===== config.mk =====
export PLATFORM = sky130hd
export DESIGN_NAME = llc_trace_frontend
export DESIGN_NICKNAME = d
export VERILOG_FILES = /design/src/rtl/llc_trace_frontend_pkg.sv /design/src/rtl/llc_trace_frontend_fifo.sv /design/src/rtl/llc_trace_frontend.sv
export SDC_FILE = /design/constraint.sdc
export NUM_CORES = 1
export LEC_CHECK = 0
export ABC_AREA = 1
export CORE_MARGIN = 2
export CORE_UTILIZATION = 45
export DETAILED_ROUTE_END_ITERATION = 10
export GPL_TIMING_DRIVEN = 1
export PLACE_DENSITY = 0.69
export SLEW_MARGIN = 5
export SYNTH_ARGS = -nofsm -noshare
export SYNTH_HDL_FRONTEND = slang
export SYNTH_SLANG_ARGS = --single-unit

===== constraint.sdc =====
create_clock -name clk -period 2.6 [get_ports clk]
set_input_delay 0.52 -clock clk [delete_from_list [all_inputs] [get_ports clk]]
set_output_delay 0.52 -clock clk [all_outputs]
set_load 0.03 [all_outputs]

===== src/rtl/llc_trace_frontend_pkg.sv =====
// Shared types and widths for the LLC trace front-end: command codes,
// address field widths and the buffered command layout.
package llc_trace_frontend_pkg;

    localparam int DEF_ADDR_BITS = 32;
    localparam int DEF_SETS      = 2 ** 14;
    localparam int DEF_LINE_SIZE = 64;

    localparam int INDEX_W  = $clog2(DEF_SETS);
    localparam int OFFSET_W = $clog2(DEF_LINE_SIZE);
    localparam int TAG_W    = DEF_ADDR_BITS - INDEX_W - OFFSET_W;

    typedef enum logic [3:0] {
        CMD_RD_D     = 4'd0,
        CMD_WR_D     = 4'd1,
        CMD_RD_I     = 4'd2,
        CMD_SNP_INV  = 4'd3,
        CMD_SNP_RD   = 4'd4,
        CMD_SNP_WR   = 4'd5,
        CMD_SNP_RWIM = 4'd6,
        CMD_CLEAR    = 4'd8,
        CMD_PRINT    = 4'd9
    } cmd_e;

    // One buffered trace command, as held in the input FIFO.
    typedef struct packed {
        logic [3:0]               cmd;
        logic [DEF_ADDR_BITS-1:0] addr;
    } trace_cmd_t;

    function automatic logic cmd_legal(input logic [3:0] c);
        return (c <= 4'd6) || (c == 4'd8) || (c == 4'd9);
    endfunction

endpackage


===== src/rtl/llc_trace_frontend_fifo.sv =====
// Small synchronous FIFO with registered head; push is ignored when full and
// pop is ignored when empty. DEPTH must be a power of two.
module llc_sync_fifo
    import llc_trace_frontend_pkg::*;
#(
    parameter int WIDTH = 36,
    parameter int DEPTH = 4
) (
    input  logic             clk,
    input  logic             rst_n,
    input  logic             push,
    input  logic [WIDTH-1:0] din,
    input  logic             pop,
    output logic [WIDTH-1:0] head,
    output logic             full,
    output logic             empty
);

    localparam int AW = $clog2(DEPTH);

    logic [WIDTH-1:0] mem [DEPTH];
    logic [AW-1:0]    wr_ptr;
    logic [AW-1:0]    rd_ptr;
    logic [AW:0]      count;
    logic             do_push;
    logic             do_pop;

    assign full    = (count == (AW + 1)'(DEPTH));
    assign empty   = (count == '0);
    assign do_push = push && !full;
    assign do_pop  = pop && !empty;
    assign head    = mem[rd_ptr];

    always_ff @(posedge clk or negedge rst_n) begin
        if (!rst_n) begin
            wr_ptr <= '0;
            rd_ptr <= '0;
            count  <= '0;
        end else begin
            if (do_push) wr_ptr <= wr_ptr + 1'b1;
            if (do_pop)  rd_ptr <= rd_ptr + 1'b1;
            if (do_push && !do_pop)      count <= count + 1'b1;
            else if (do_pop && !do_push) count <= count - 1'b1;
        end
    end

    // Storage needs no reset: contents are only observed once count covers them.
    always_ff @(posedge clk) begin
        if (do_push) mem[wr_ptr] <= din;
    end

endmodule


===== src/rtl/llc_trace_frontend.sv =====
// LLC trace front-end: buffers trace commands, decodes tag/index/offset,
// drops illegal codes and expands clear into a sweep over every set.
module llc_trace_frontend
    import llc_trace_frontend_pkg::*;
#(
    parameter int ADDR_BITS  = DEF_ADDR_BITS,
    parameter int SETS       = DEF_SETS,
    parameter int LINE_SIZE  = DEF_LINE_SIZE,
    parameter int FIFO_DEPTH = 4,
    localparam int IW = $clog2(SETS),
    localparam int OW = $clog2(LINE_SIZE),
    localparam int TW = ADDR_BITS - IW - OW
) (
    input  logic                 clk,
    input  logic                 rst_n,
    input  logic                 in_valid,
    output logic                 in_ready,
    input  logic [3:0]           in_cmd,
    input  logic [ADDR_BITS-1:0] in_addr,
    output logic                 out_valid,
    input  logic                 out_ready,
    output logic [3:0]           out_cmd,
    output logic [TW-1:0]        out_tag,
    output logic [IW-1:0]        out_index,
    output logic [OW-1:0]        out_offset,
    output logic                 out_last,
    output logic [15:0]          err_count,
    output logic                 busy
);

    localparam logic [0:0] ST_PASS  = 1'b0;
    localparam logic [0:0] ST_SWEEP = 1'b1;

    // Both handshakes: a transfer happens on a rising edge where valid && ready;
    // a presented output holds all its fields until it is accepted.
    logic [0:0]                 state;
    logic [IW-1:0]              sweep_idx;
    trace_cmd_t                 push_entry;
    logic [$bits(trace_cmd_t)-1:0] head_raw;
    trace_cmd_t                 head;
    logic                       fifo_full;
    logic                       fifo_empty;
    logic                       pop;
    logic                       head_legal;
    logic                       head_is_clear;

    assign push_entry    = '{cmd: in_cmd, addr: in_addr};
    assign head          = trace_cmd_t'(head_raw);
    assign head_legal    = cmd_legal(head.cmd);
    assign head_is_clear = (head.cmd == CMD_CLEAR);
    assign in_ready      = !fifo_full;
    assign busy          = !fifo_empty || (state == ST_SWEEP);

    llc_sync_fifo #(
        .WIDTH ($bits(trace_cmd_t)),
        .DEPTH (FIFO_DEPTH)
    ) u_fifo (
        .clk   (clk),
        .rst_n (rst_n),
        .push  (in_valid),
        .din   (push_entry),
        .pop   (pop),
        .head  (head_raw),
        .full  (fifo_full),
        .empty (fifo_empty)
    );

    always_comb begin
        out_valid  = 1'b0;
        out_cmd    = '0;
        out_tag    = '0;
        out_index  = '0;
        out_offset = '0;
        out_last   = 1'b0;
        pop        = 1'b0;
        case (state)
            ST_PASS: begin
                if (!fifo_empty) begin
                    if (!head_legal) begin
                        pop = 1'b1;
                    end else if (!head_is_clear) begin
                        out_valid  = 1'b1;
                        out_cmd    = head.cmd;
                        out_tag    = head.addr[ADDR_BITS-1 -: TW];
                        out_index  = head.addr[OW +: IW];
                        out_offset = head.addr[OW-1:0];
                        pop        = out_ready;
                    end
                end
            end
            ST_SWEEP: begin
                out_valid = 1'b1;
                out_cmd   = CMD_CLEAR;
                out_index = sweep_idx;
                out_last  = (sweep_idx == IW'(SETS - 1));
                // The clear entry stays at the head until its last set is issued.
                pop       = out_ready && out_last;
            end
            default: ;
        endcase
    end

    always_ff @(posedge clk or negedge rst_n) begin
        if (!rst_n) begin
            state     <= ST_PASS;
            sweep_idx <= '0;
            err_count <= '0;
        end else begin
            case (state)
                ST_PASS: begin
                    if (!fifo_empty && !head_legal && (err_count != 16'hFFFF))
                        err_count <= err_count + 1'b1;
                    if (!fifo_empty && head_is_clear) begin
                        state     <= ST_SWEEP;
                        sweep_idx <= '0;
                    end
                end
                ST_SWEEP: begin
                    if (out_ready) begin
                        if (out_last) begin
                            state     <= ST_PASS;
                            sweep_idx <= '0;
                        end else begin
                            sweep_idx <= sweep_idx + 1'b1;
                        end
                    end
                end
                default: state <= ST_PASS;
            endcase
        end
    end

endmodule

==> results.toml <==
[status]
run_status = "complete, but fails checks"
violations = "setup timing"

[drt]
met2_length_um = 9060
via_per_inst = 5.28
route.layer.met1.wl_um = 7460
antenna_left = 0
routed_wl_um = 18000
detail_route.first_pass.iterations = 5
routed-wl-met3_um = 1190
dr_total_vias = 5607
drt_iter0_drc = 446
wire_per_inst_um = 17.0
post-route-drc-count = 0
highest_layer = "met4"

[yosys]
synth_seq_cells = 182
netlist_instances = 695
post_synth_xor_area_fraction = 0.0277
syn_avg_cell_area_um2 = 11.3
synth_top_family_by_area = "simple AND/OR/NAND/NOR gates"
yosys-mux-area-fraction = 0
synth_adder_area_share = 0.0137
synthesis.yosys.warnings = 0
syn-num-nets = 743
mapped_cell_area_um2 = 7870
ys.flop_type = "sky130_fd_sc_hd__edfxtp_1"
synth_cell_type_count = 36
synth_enable_flop_cells = 144
yosysSeqAreaShare = 0.670
synth_simple_gate_area_frac = 0.142
synth_compound_gate_area_share = 0.0995
async_flop_share = 0.209

[clock_tree]
cts-buffers-inserted = 17
cts_tree = "done"
numClockSinks = 182
ctsHtreeMaxLevel = 4
cts-root-buf = "sky130_fd_sc_hd__clkbuf_16"
worst_skew_pair.late_latency_ns = 0.44
path_clk_slew_ns = 0.07
cts_max_path_buffers = 2
quantity_of_hold_fixing_buffers_added_after_cts = 0

[worst_hold_path]
timing.hold.worst.class = "in2async"

[placed_design]
hpwl_um = 10900
dpl-instance-area_um2 = 9100
routabilityCongestion = 0.835
port_buffers = 95
numPlacedInstances = 1007

[setup_path]
cpPeakStageDelay_ns = 0.45
crit_slowest_cell = "sky130_fd_sc_hd__dfrtp_2"
crit_arrival_ns = 2.34
end_kind = "output port"
critical_path_class = "reg2out"
worst-path-max-fanout = 7
critPathRequiredTime_ns = 2.08
timing.critical_path.cells = "buf_6 > buf_6 > nand2_2 > nand3_2 > nand2_2 > inv_2 > nand2_2 > nand2_4 > nor2_4 > nand2_8 > buf_12 > o22ai_4 > buf_6"
startpoint_type = "register"

[finish]
final_net_count = 872
finish.instance_area_um2 = 10400
area_growth_pct = 32.5
mostFrequentLayoutCells = "sky130_fd_sc_hd__edfxtp_1 (144), sky130_fd_sc_hd__nand2_1 (120), sky130_fd_sc_hd__nor2_1 (88)"
most_common_cell_after_layout_fill_and_taps_aside = "sky130_fd_sc_hd__edfxtp_1"
layout.cells.non_filler = 1061
diodes = 0
layout-drive-gt1-share = 0.225

[timing]
clock.fmax_mhz = 350
drv_slew = 0
setup_violation_total_in_the_final_timing_report = 37
timing_hold_violations_final = 0
smallest_setup_slack_after_layout_ns = -0.256
worstMarginPinSlew_ns = 0.611
timing.clock.skew_ns = 0.0108
max-slew-margin-rel = 0.593
rsz0062_at_grt = "yes"
final_cycle_utilization_of_the_critical_path = 1.10
period_minus_slack_ns = 2.86

[die]
std_cell_rows = 48
ioPinCount = 96
core_area_um2 = 17200
dieHeight_um = 136
dieWidth_um = 136
start_util = 0.458
die_area_um2 = 18600

[grt]
number_of_antenna_violations_at_the_first_check_in_global_routing = 0
grt_start_max_net_pins = 47
grt_pass1_wl_um = 28700
global_route.usage.total = 0.205
via_count_of_the_first_global_routing_pass = 5702
grt.overflow.total = 0

[power_and_ir_drop]
power.static_leakage_nw = 3.91
power_per_cell_area_nw_per_um2 = 738
power.ir.vdd_worst_mv = 0.534

[job]
cap_viol_max_count = 0
[layer usage]
layer | up-vias | track usage
met5 | - | 0
met4 | 0 | 0.0822
met3 | 27 | 0.0563
met2 | 184 | 0.335
met1 | 2722 | 0.258
li1 | 2674 | -
[sequential cells by signal, indices dropped and copies added, names as in the netlist]
signal	count
u_fifo.wr_ptr	2
u_fifo.count	3
u_fifo.mem	144
state	1
err_count	16
u_fifo.rd_ptr	2
sweep_idx	14
[worst max-delay path, delay by kind of cell, from the launching register on]
kind                   cells  cell delay, ns
flip-flops                 1            0.45
buffers and inverters      5            0.66
AND/OR/NAND/NOR            7            0.65
AO/OA/AOI/OAI              1            0.15
[timing repair]
item                                    CTS  global route
setup buffers                            11            11
pin swaps                                10            11
endpoints found under the setup margin   35            40
resized for setup                       103            36
gates cloned                              1             0
[stage by stage]
step                hold slack [ns]  setup slack [ns]   util  power, W  TNS [ns]
floorplan                     0.224            -0.317      -   0.00457    -45.69
global placement              0.503             0.126  0.530   0.00504         0
detailed placement            0.514            0.0193  0.530   0.00510         0
CTS                           0.105            -0.225  0.594   0.00764     -7.09
global route                  0.142            -0.358  0.607   0.00802    -10.97
finish                       0.0914            -0.256  0.607   0.00769     -7.35
[power breakdown]
part | total [W] | switching, W | internal, W | leakage [nW]
Clock | 0.00243 | 0.00111 | 0.00132 | 0.263
Sequential | 0.00386 | 0.000156 | 0.00371 | 1.82
Combinational | 0.00140 | 0.000880 | 0.000518 | 1.82
Total | 0.00769 | 0.00214 | 0.00555 | 3.91
[final cells by class]
type	count	area [um^2]
repair buffers	139	1440
clock inverters	13	123
inverters	54	213
well taps	225	282
flip-flops and latches	182	5280
multi-input cells	430	2670
clock buffers	18	429
fillers	1362	6750
[path summary, 6_finish.rpt]
| check | from | end | slack (ns) | cells after the start |
|---|---|---|---|---|
| worst max-delay path | u_fifo.rd_ptr[0] | out_index[6] | -0.26 | 13 |
| worst min-delay path | rst_n | err_count[10] | 0.09 | 1 |
| worst max register to register | u_fifo.rd_ptr[0] | u_fifo.count[2] | -0.06 | 19 |
| worst min register to register | err_count[7] | err_count[7] | 0.53 | 1 |
| max in group asynchronous | rst_n | sweep_idx[3] | 1.88 | 2 |
| min in group clk | err_count[7] | err_count[7] | 0.53 | 1 |
[kinds of logic after synthesis]
| logic type | Yosys count |
|---|---|
| compound gates | 127 |
| xor+xnor | 24 |
| fa+ha+maj | 8 |
| buf+inv | 83 |
| flops | 182 |
| simple gates | 271 |
[cells in the mapped netlist (7+ instances only)]
cell type,number,share of area
sky130_fd_sc_hd__nand3_1,24,0.015
sky130_fd_sc_hd__a21oi_1,28,0.018
sky130_fd_sc_hd__edfxtp_1,144,0.55
sky130_fd_sc_hd__nand2_2,7,0.0056
sky130_fd_sc_hd__buf_2,9,0.0057
sky130_fd_sc_hd__ha_1,7,0.011
sky130_fd_sc_hd__nand2_1,128,0.061
sky130_fd_sc_hd__clkbuf_1,8,0.0038
sky130_fd_sc_hd__dfrtp_1,38,0.12
sky130_fd_sc_hd__o22ai_1,18,0.014
sky130_fd_sc_hd__a32o_1,14,0.018
sky130_fd_sc_hd__o21ai_0,52,0.033
sky130_fd_sc_hd__nor2_1,93,0.044
sky130_fd_sc_hd__a21oi_2,8,0.0089
sky130_fd_sc_hd__xor2_1,19,0.021
sky130_fd_sc_hd__nor3_1,7,0.0045
sky130_fd_sc_hd__inv_1,47,0.022
Note: power is estimated with default switching activity, not from simulation.
